[src/rtl/seg7_scan_ctrl.sv]
// seg7_scan_ctrl: multiplexed seven-segment scanner for NUM_DIGITS digits.
// The hex value is snapshotted once per frame, then decoded with dp, blanking,
// leading-zero suppression, a dark guard interval per slot and PWM brightness.
// All outputs are registered with the selected output polarity applied.
// Note: the reset input is named rst_n but is active-high (1 = reset).
module seg7_scan_ctrl #(
    parameter int NUM_DIGITS     = 4,
    parameter int REFRESH_COUNT  = 100000,
    parameter int BLANK_CYCLES   = 2,
    parameter int SEG_ACTIVE_LOW = 1,
    parameter int DIG_ACTIVE_LOW = 1
) (
    input  logic                      clk,
    input  logic                      rst_n,
    input  logic [4*NUM_DIGITS-1:0]   digits_in,
    input  logic [NUM_DIGITS-1:0]     dp_in,
    input  logic [NUM_DIGITS-1:0]     blank_in,
    input  logic                      lz_suppress,
    input  logic [3:0]                brightness,
    output logic [0:6]                seg,
    output logic                      dp,
    output logic [NUM_DIGITS-1:0]     digit,
    output logic                      frame_start
);

    localparam int ST_W  = $clog2(REFRESH_COUNT);
    localparam int IDX_W = $clog2(NUM_DIGITS);

    localparam logic [ST_W-1:0]  SLOT_LAST = ST_W'(REFRESH_COUNT - 1);
    localparam logic [ST_W-1:0]  BLANK_END = ST_W'(BLANK_CYCLES);
    localparam logic [IDX_W-1:0] IDX_LAST  = IDX_W'(NUM_DIGITS - 1);

    localparam logic [6:0]            SEG_OFF = (SEG_ACTIVE_LOW != 0) ? 7'h7F : 7'h00;
    localparam logic                  DP_OFF  = (SEG_ACTIVE_LOW != 0) ? 1'b1 : 1'b0;
    localparam logic [NUM_DIGITS-1:0] DIG_OFF = (DIG_ACTIVE_LOW != 0) ?
                                                {NUM_DIGITS{1'b1}} : {NUM_DIGITS{1'b0}};

    logic [ST_W-1:0]         slot_timer;
    logic [IDX_W-1:0]        digit_idx;
    logic [3:0]              pwm_cnt;

    logic [4*NUM_DIGITS-1:0] sh_digits;
    logic [NUM_DIGITS-1:0]   sh_dp;
    logic [NUM_DIGITS-1:0]   sh_blank;
    logic                    sh_lz;

    logic                    at_snap;
    logic                    lit;
    logic                    suppressed;
    logic [3:0]              cur_nib;
    logic [NUM_DIGITS-1:0]   zero_from;
    logic [6:0]              pattern;
    logic [NUM_DIGITS-1:0]   onehot;

    // Hex to lit-segment pattern, bit 6 = a ... bit 0 = g.
    function automatic logic [6:0] hex_decode(input logic [3:0] nib);
        logic [6:0] p;
        case (nib)
            4'h0: p = 7'b1111110;
            4'h1: p = 7'b0110000;
            4'h2: p = 7'b1101101;
            4'h3: p = 7'b1111001;
            4'h4: p = 7'b0110011;
            4'h5: p = 7'b1011011;
            4'h6: p = 7'b1011111;
            4'h7: p = 7'b1110000;
            4'h8: p = 7'b1111111;
            4'h9: p = 7'b1111011;
            4'hA: p = 7'b1110111;
            4'hB: p = 7'b0011111;
            4'hC: p = 7'b1001110;
            4'hD: p = 7'b0111101;
            4'hE: p = 7'b1001111;
            default: p = 7'b1000111;
        endcase
        return p;
    endfunction

    assign at_snap = (digit_idx == '0) && (slot_timer == '0);

    // Slot timer, digit index and free-running PWM counter.
    always_ff @(posedge clk) begin
        if (rst_n) begin
            slot_timer <= '0;
            digit_idx  <= '0;
            pwm_cnt    <= '0;
        end else begin
            pwm_cnt <= pwm_cnt + 4'd1;
            if (slot_timer == SLOT_LAST) begin
                slot_timer <= '0;
                digit_idx  <= (digit_idx == IDX_LAST) ? '0 : digit_idx + 1'b1;
            end else begin
                slot_timer <= slot_timer + 1'b1;
            end
        end
    end

    // Per-frame snapshot of the display data so a frame never tears.
    always_ff @(posedge clk) begin
        if (rst_n) begin
            sh_digits <= '0;
            sh_dp     <= '0;
            sh_blank  <= '0;
            sh_lz     <= 1'b0;
        end else if (at_snap) begin
            sh_digits <= digits_in;
            sh_dp     <= dp_in;
            sh_blank  <= blank_in;
            sh_lz     <= lz_suppress;
        end
    end

    // zero_from[i]: shadow nibbles NUM_DIGITS-1 down to i are all zero.
    always_comb begin
        zero_from = '0;
        zero_from[NUM_DIGITS-1] = (sh_digits[4*(NUM_DIGITS-1) +: 4] == 4'h0);
        for (int unsigned j = 1; j < NUM_DIGITS; j++) begin
            zero_from[NUM_DIGITS-1-j] = zero_from[NUM_DIGITS-j] &&
                                        (sh_digits[4*(NUM_DIGITS-1-j) +: 4] == 4'h0);
        end
    end

    // Current-digit decode, lit qualification and one-hot enable.
    always_comb begin
        cur_nib    = sh_digits[{digit_idx, 2'b00} +: 4];
        suppressed = sh_lz && (digit_idx != '0) && zero_from[digit_idx];
        lit        = (slot_timer >= BLANK_END) && (pwm_cnt <= brightness) &&
                     !sh_blank[digit_idx];
        pattern    = suppressed ? 7'b0000000 : hex_decode(cur_nib);
        onehot     = '0;
        if (lit) begin
            onehot = NUM_DIGITS'(1) << digit_idx;
        end
    end

    // Output register with polarity applied.
    always_ff @(posedge clk) begin
        if (rst_n) begin
            seg         <= SEG_OFF;
            dp          <= DP_OFF;
            digit       <= DIG_OFF;
            frame_start <= 1'b0;
        end else begin
            seg         <= lit ? (pattern ^ SEG_OFF) : SEG_OFF;
            dp          <= lit ? (sh_dp[digit_idx] ^ DP_OFF) : DP_OFF;
            digit       <= onehot ^ DIG_OFF;
            frame_start <= at_snap;
        end
    end

endmodule

[config.mk]
export PLATFORM = sky130hd
export DESIGN_NAME = seg7_scan_ctrl
export DESIGN_NICKNAME = d
export VERILOG_FILES = /design/src/rtl/seg7_scan_ctrl.sv
export SDC_FILE = /design/constraint.sdc
export NUM_CORES = 1
export LEC_CHECK = 0
export BUFFER_PORTS_ARGS = -buffer_cell sky130_fd_sc_hd__buf_2
export CAP_MARGIN = 20
export CORE_MARGIN = 8
export CORE_UTILIZATION = 44
export DETAILED_ROUTE_END_ITERATION = 16
export GPL_TIMING_DRIVEN = 1
export HOLD_SLACK_MARGIN = 0.15
export PLACE_DENSITY = 0.74
export SYNTH_ARGS = -nofsm -noshare
export SYNTH_HDL_FRONTEND = slang
export SYNTH_SLANG_ARGS = --single-unit
[constraint.sdc]
create_clock -name clk -period 3.7 [get_ports clk]
set_input_delay 0.37 -clock clk [delete_from_list [all_inputs] [get_ports clk]]
set_output_delay 0.37 -clock clk [all_outputs]
set_load 0.03 [all_outputs]
==> run summary <==
Routed Antenna Nets: 0
unrepaired setup endpoints after global routing: false
CTS Root Cell: clkbuf_8
Worst R2R Start: digit_idx[0]
vias per cell: 5.10
LEAKAGE: 1.39 nW
pre-CTS setup slack: 1.28 ns
VDD IR max: 276 µV
largest net degree at the start of global routing: 36
Period minus WS final: 2.47 ns
postcts setup bufs: 0
Synth cell types: 40
antenna cells: 0
Post-layout nets: 376
TritonCTS Buffers: 9
vias in the first global route: 2219
share of layout cells above drive strength 1: 20.7%
initial core utilization: 45.2%
Syn Nets: 335
# fillers: 561
DP Cell Count: 394
Total Routed Length: 5860 µm
Area growth syn-to-layout: 15.0%
crit path DAT: 2.68 ns
f_max: 405 MHz
Worst Tran Pin Value: 0.633 ns
dpl hpwl: 4280 µm
via count: 2091
R2R depth: 6
IO buf count: 43
worst path required time: 3.91 ns
power per cell area: 470 mW/mm²
core area: 0.00635 mm²
most common cell after layout, fill and taps aside: dfxtp_1
Reg area: 0.00122 mm²
drt wl/cell: 14.3 µm
drt drc: 0
# IOs: 44
chip height: 96.8 µm
worst hold path endpoint: sh_digits[5]
status: finished clean
row cnt: 29
die area: 0.00937 mm²
grt ovf: 0
register bit total from synthesis: 61
Tot GR Track Use: 13.0%
cts hold-fix bufs: 0
number of H-tree levels: 3
Clock Latency Late Sink: 0.34 ns
commonest cells after routing, fill and taps aside: dfxtp_1, nor2_1, buf_2, mux2i_1, ha_1
R2R Setup Slk: 1.23 ns
area taken by multi-input logic gates: 0.00151 mm²
Clock Path Buffers: 2
Syn Inst Count: 287
DIE WIDTH: 96.8 µm
sequential area share after synthesis: 42.5%
Hold Crit Class: input pin to flop
Max Slew Vio Count: 0
DR iter-0 viols: 72
clk_skew: 0.00947 ns
Crit. End Element: flop
worst r2r dst: seg[3]
setup_tns: 0 ns
HP Start: digits_in[5]
initial antenna violation count: 0
syn avg cell area: 10.0 µm²
WHS Path Cells: 3
crit share post-route: 66.8%
CTS tree: yes
Startpoint Class: flop
final setup vio count: 0
mapped cell area: 0.00287 mm²
Reg clk slew, reported paths: 0.07 ns
Layout Cells excl Fill: 410
Crit Path Class: flop to flop
Hold Violations, Final: 0
Max Cap Violations: 0
Synthesis Warnings: 0
Rel. slew slack: 57.4%
CTS sink count: 61
post-CTS resize count: 0
Worst Path Max Fanout: 11
Final WS setup: 1.23 ns
routability congestion estimate: 0.789
DR pass1 iterations: 4
first-pass GRT wire length: 10200 µm
-- routing by layer --
layer  GRT usage (%)  routed length [µm]
met1            15.1                2860
met5               0                   0
met4            6.04                 122
met3            4.69                 297
met2            20.6                2570
-- power breakdown --
group | internal [mW] | switching [mW] | total (mW)
clock network | 0.314 | 0.273 | 0.587
registers | 0.699 | 0.0285 | 0.728
logic | 0.104 | 0.132 | 0.236
-- worst max path at each step --
stage	slack [ns]	cells after the start	end	startpoint
floorplan	1.58	7	seg[3]	digit_idx[0]
global placement	1.39	6	seg[3]	digit_idx[0]
detailed placement	1.28	6	seg[3]	digit_idx[0]
CTS	1.23	6	seg[3]	digit_idx[0]
global route	1.15	6	seg[3]	digit_idx[0]
finish	1.23	6	seg[3]	digit_idx[0]
-- synth_stat cells --
cell type	count	area share, %
o311ai_1	1	0.31
dfxtp_1	61	43
a32oi_1	1	0.31
o211ai_1	1	0.26
xnor2_1	6	1.8
ha_1	17	7.4
nand4_1	4	0.87
o221ai_2	1	0.52
and4_2	1	0.35
mux4_1	5	4.6
nor4_1	7	1.5
nor3_1	2	0.35
nand2_1	15	2.0
nor4_2	1	0.44
or2_4	1	0.31
inv_1	14	1.8
a211oi_4	1	0.70
xor2_1	11	3.4
a211oi_1	1	0.26
nor2b_1	4	0.87
a21oi_1	5	0.87
mux2_2	1	0.39
mux2i_1	29	10
nand4b_1	1	0.31
buf_6	4	1.6
nand3_1	12	2.1
buf_2	2	0.35
and3_1	2	0.44
o2111ai_1	1	0.31
nand3b_1	1	0.26
o21ai_0	3	0.52
or4_1	1	0.26
and4_1	1	0.31
nor4b_1	1	0.31
a2111oi_4	1	0.96
a211o_1	1	0.31
nor2_1	54	7.1
clkbuf_1	8	1.0
mux4_2	2	1.6
nand2b_1	2	0.44
-- state kept, by name (all words and copies together), names as in the netlist --
register and cells:
digit 4, digit_idx 2, dp 1, frame_start 1, pwm_cnt 4, seg 7
sh_blank 4, sh_digits 16, sh_dp 4, sh_lz 1, slot_timer 17
-- final cells by class --
class	instances	area share (%)
Sequential cell	61	37.0
Timing Repair Buffer	44	6.74
Inverter	14	1.59
Multi-Input combinational cell	198	45.8
Clock inverter	7	2.23
Tap cell	77	2.92
Clock buffer	9	3.75
-- worst max-delay path: stages, from the launching register on --
cell and delay (ns):
dfxtp_1 0.62, mux4_1 0.74, inv_1 0.16, ha_1 0.16, inv_1 0.06, mux4_2 0.46, nand2b_1 0.16
-- per-stage QoR --
stage	util [%]	power, mW	area [µm²]	hold WS, ns
after floorplan	-	0.922	2870	0.430
after global placement	48.9	0.966	3110	0.446
after detailed placement	48.9	0.978	3110	0.457
after CTS	52.0	1.57	3300	0.256
after global routing	52.0	1.63	3300	0.255
final	52.0	1.55	3300	0.266
-- cell families (layout without fill, tap and decap cells) --
logic type | after synthesis | after routing | synth area share, %
buffers and inverters | 28 | 74 | 4.79
adders and majority gates | 17 | 17 | 7.41
muxes | 37 | 37 | 16.6
AOI/OAI and AO/OA | 17 | 17 | 5.32
xor gates and xnor gates | 17 | 17 | 5.19
and+or+nand+nor | 110 | 110 | 18.1
DFF | 61 | 61 | 42.5
Power figures use the tool's default switching activity.
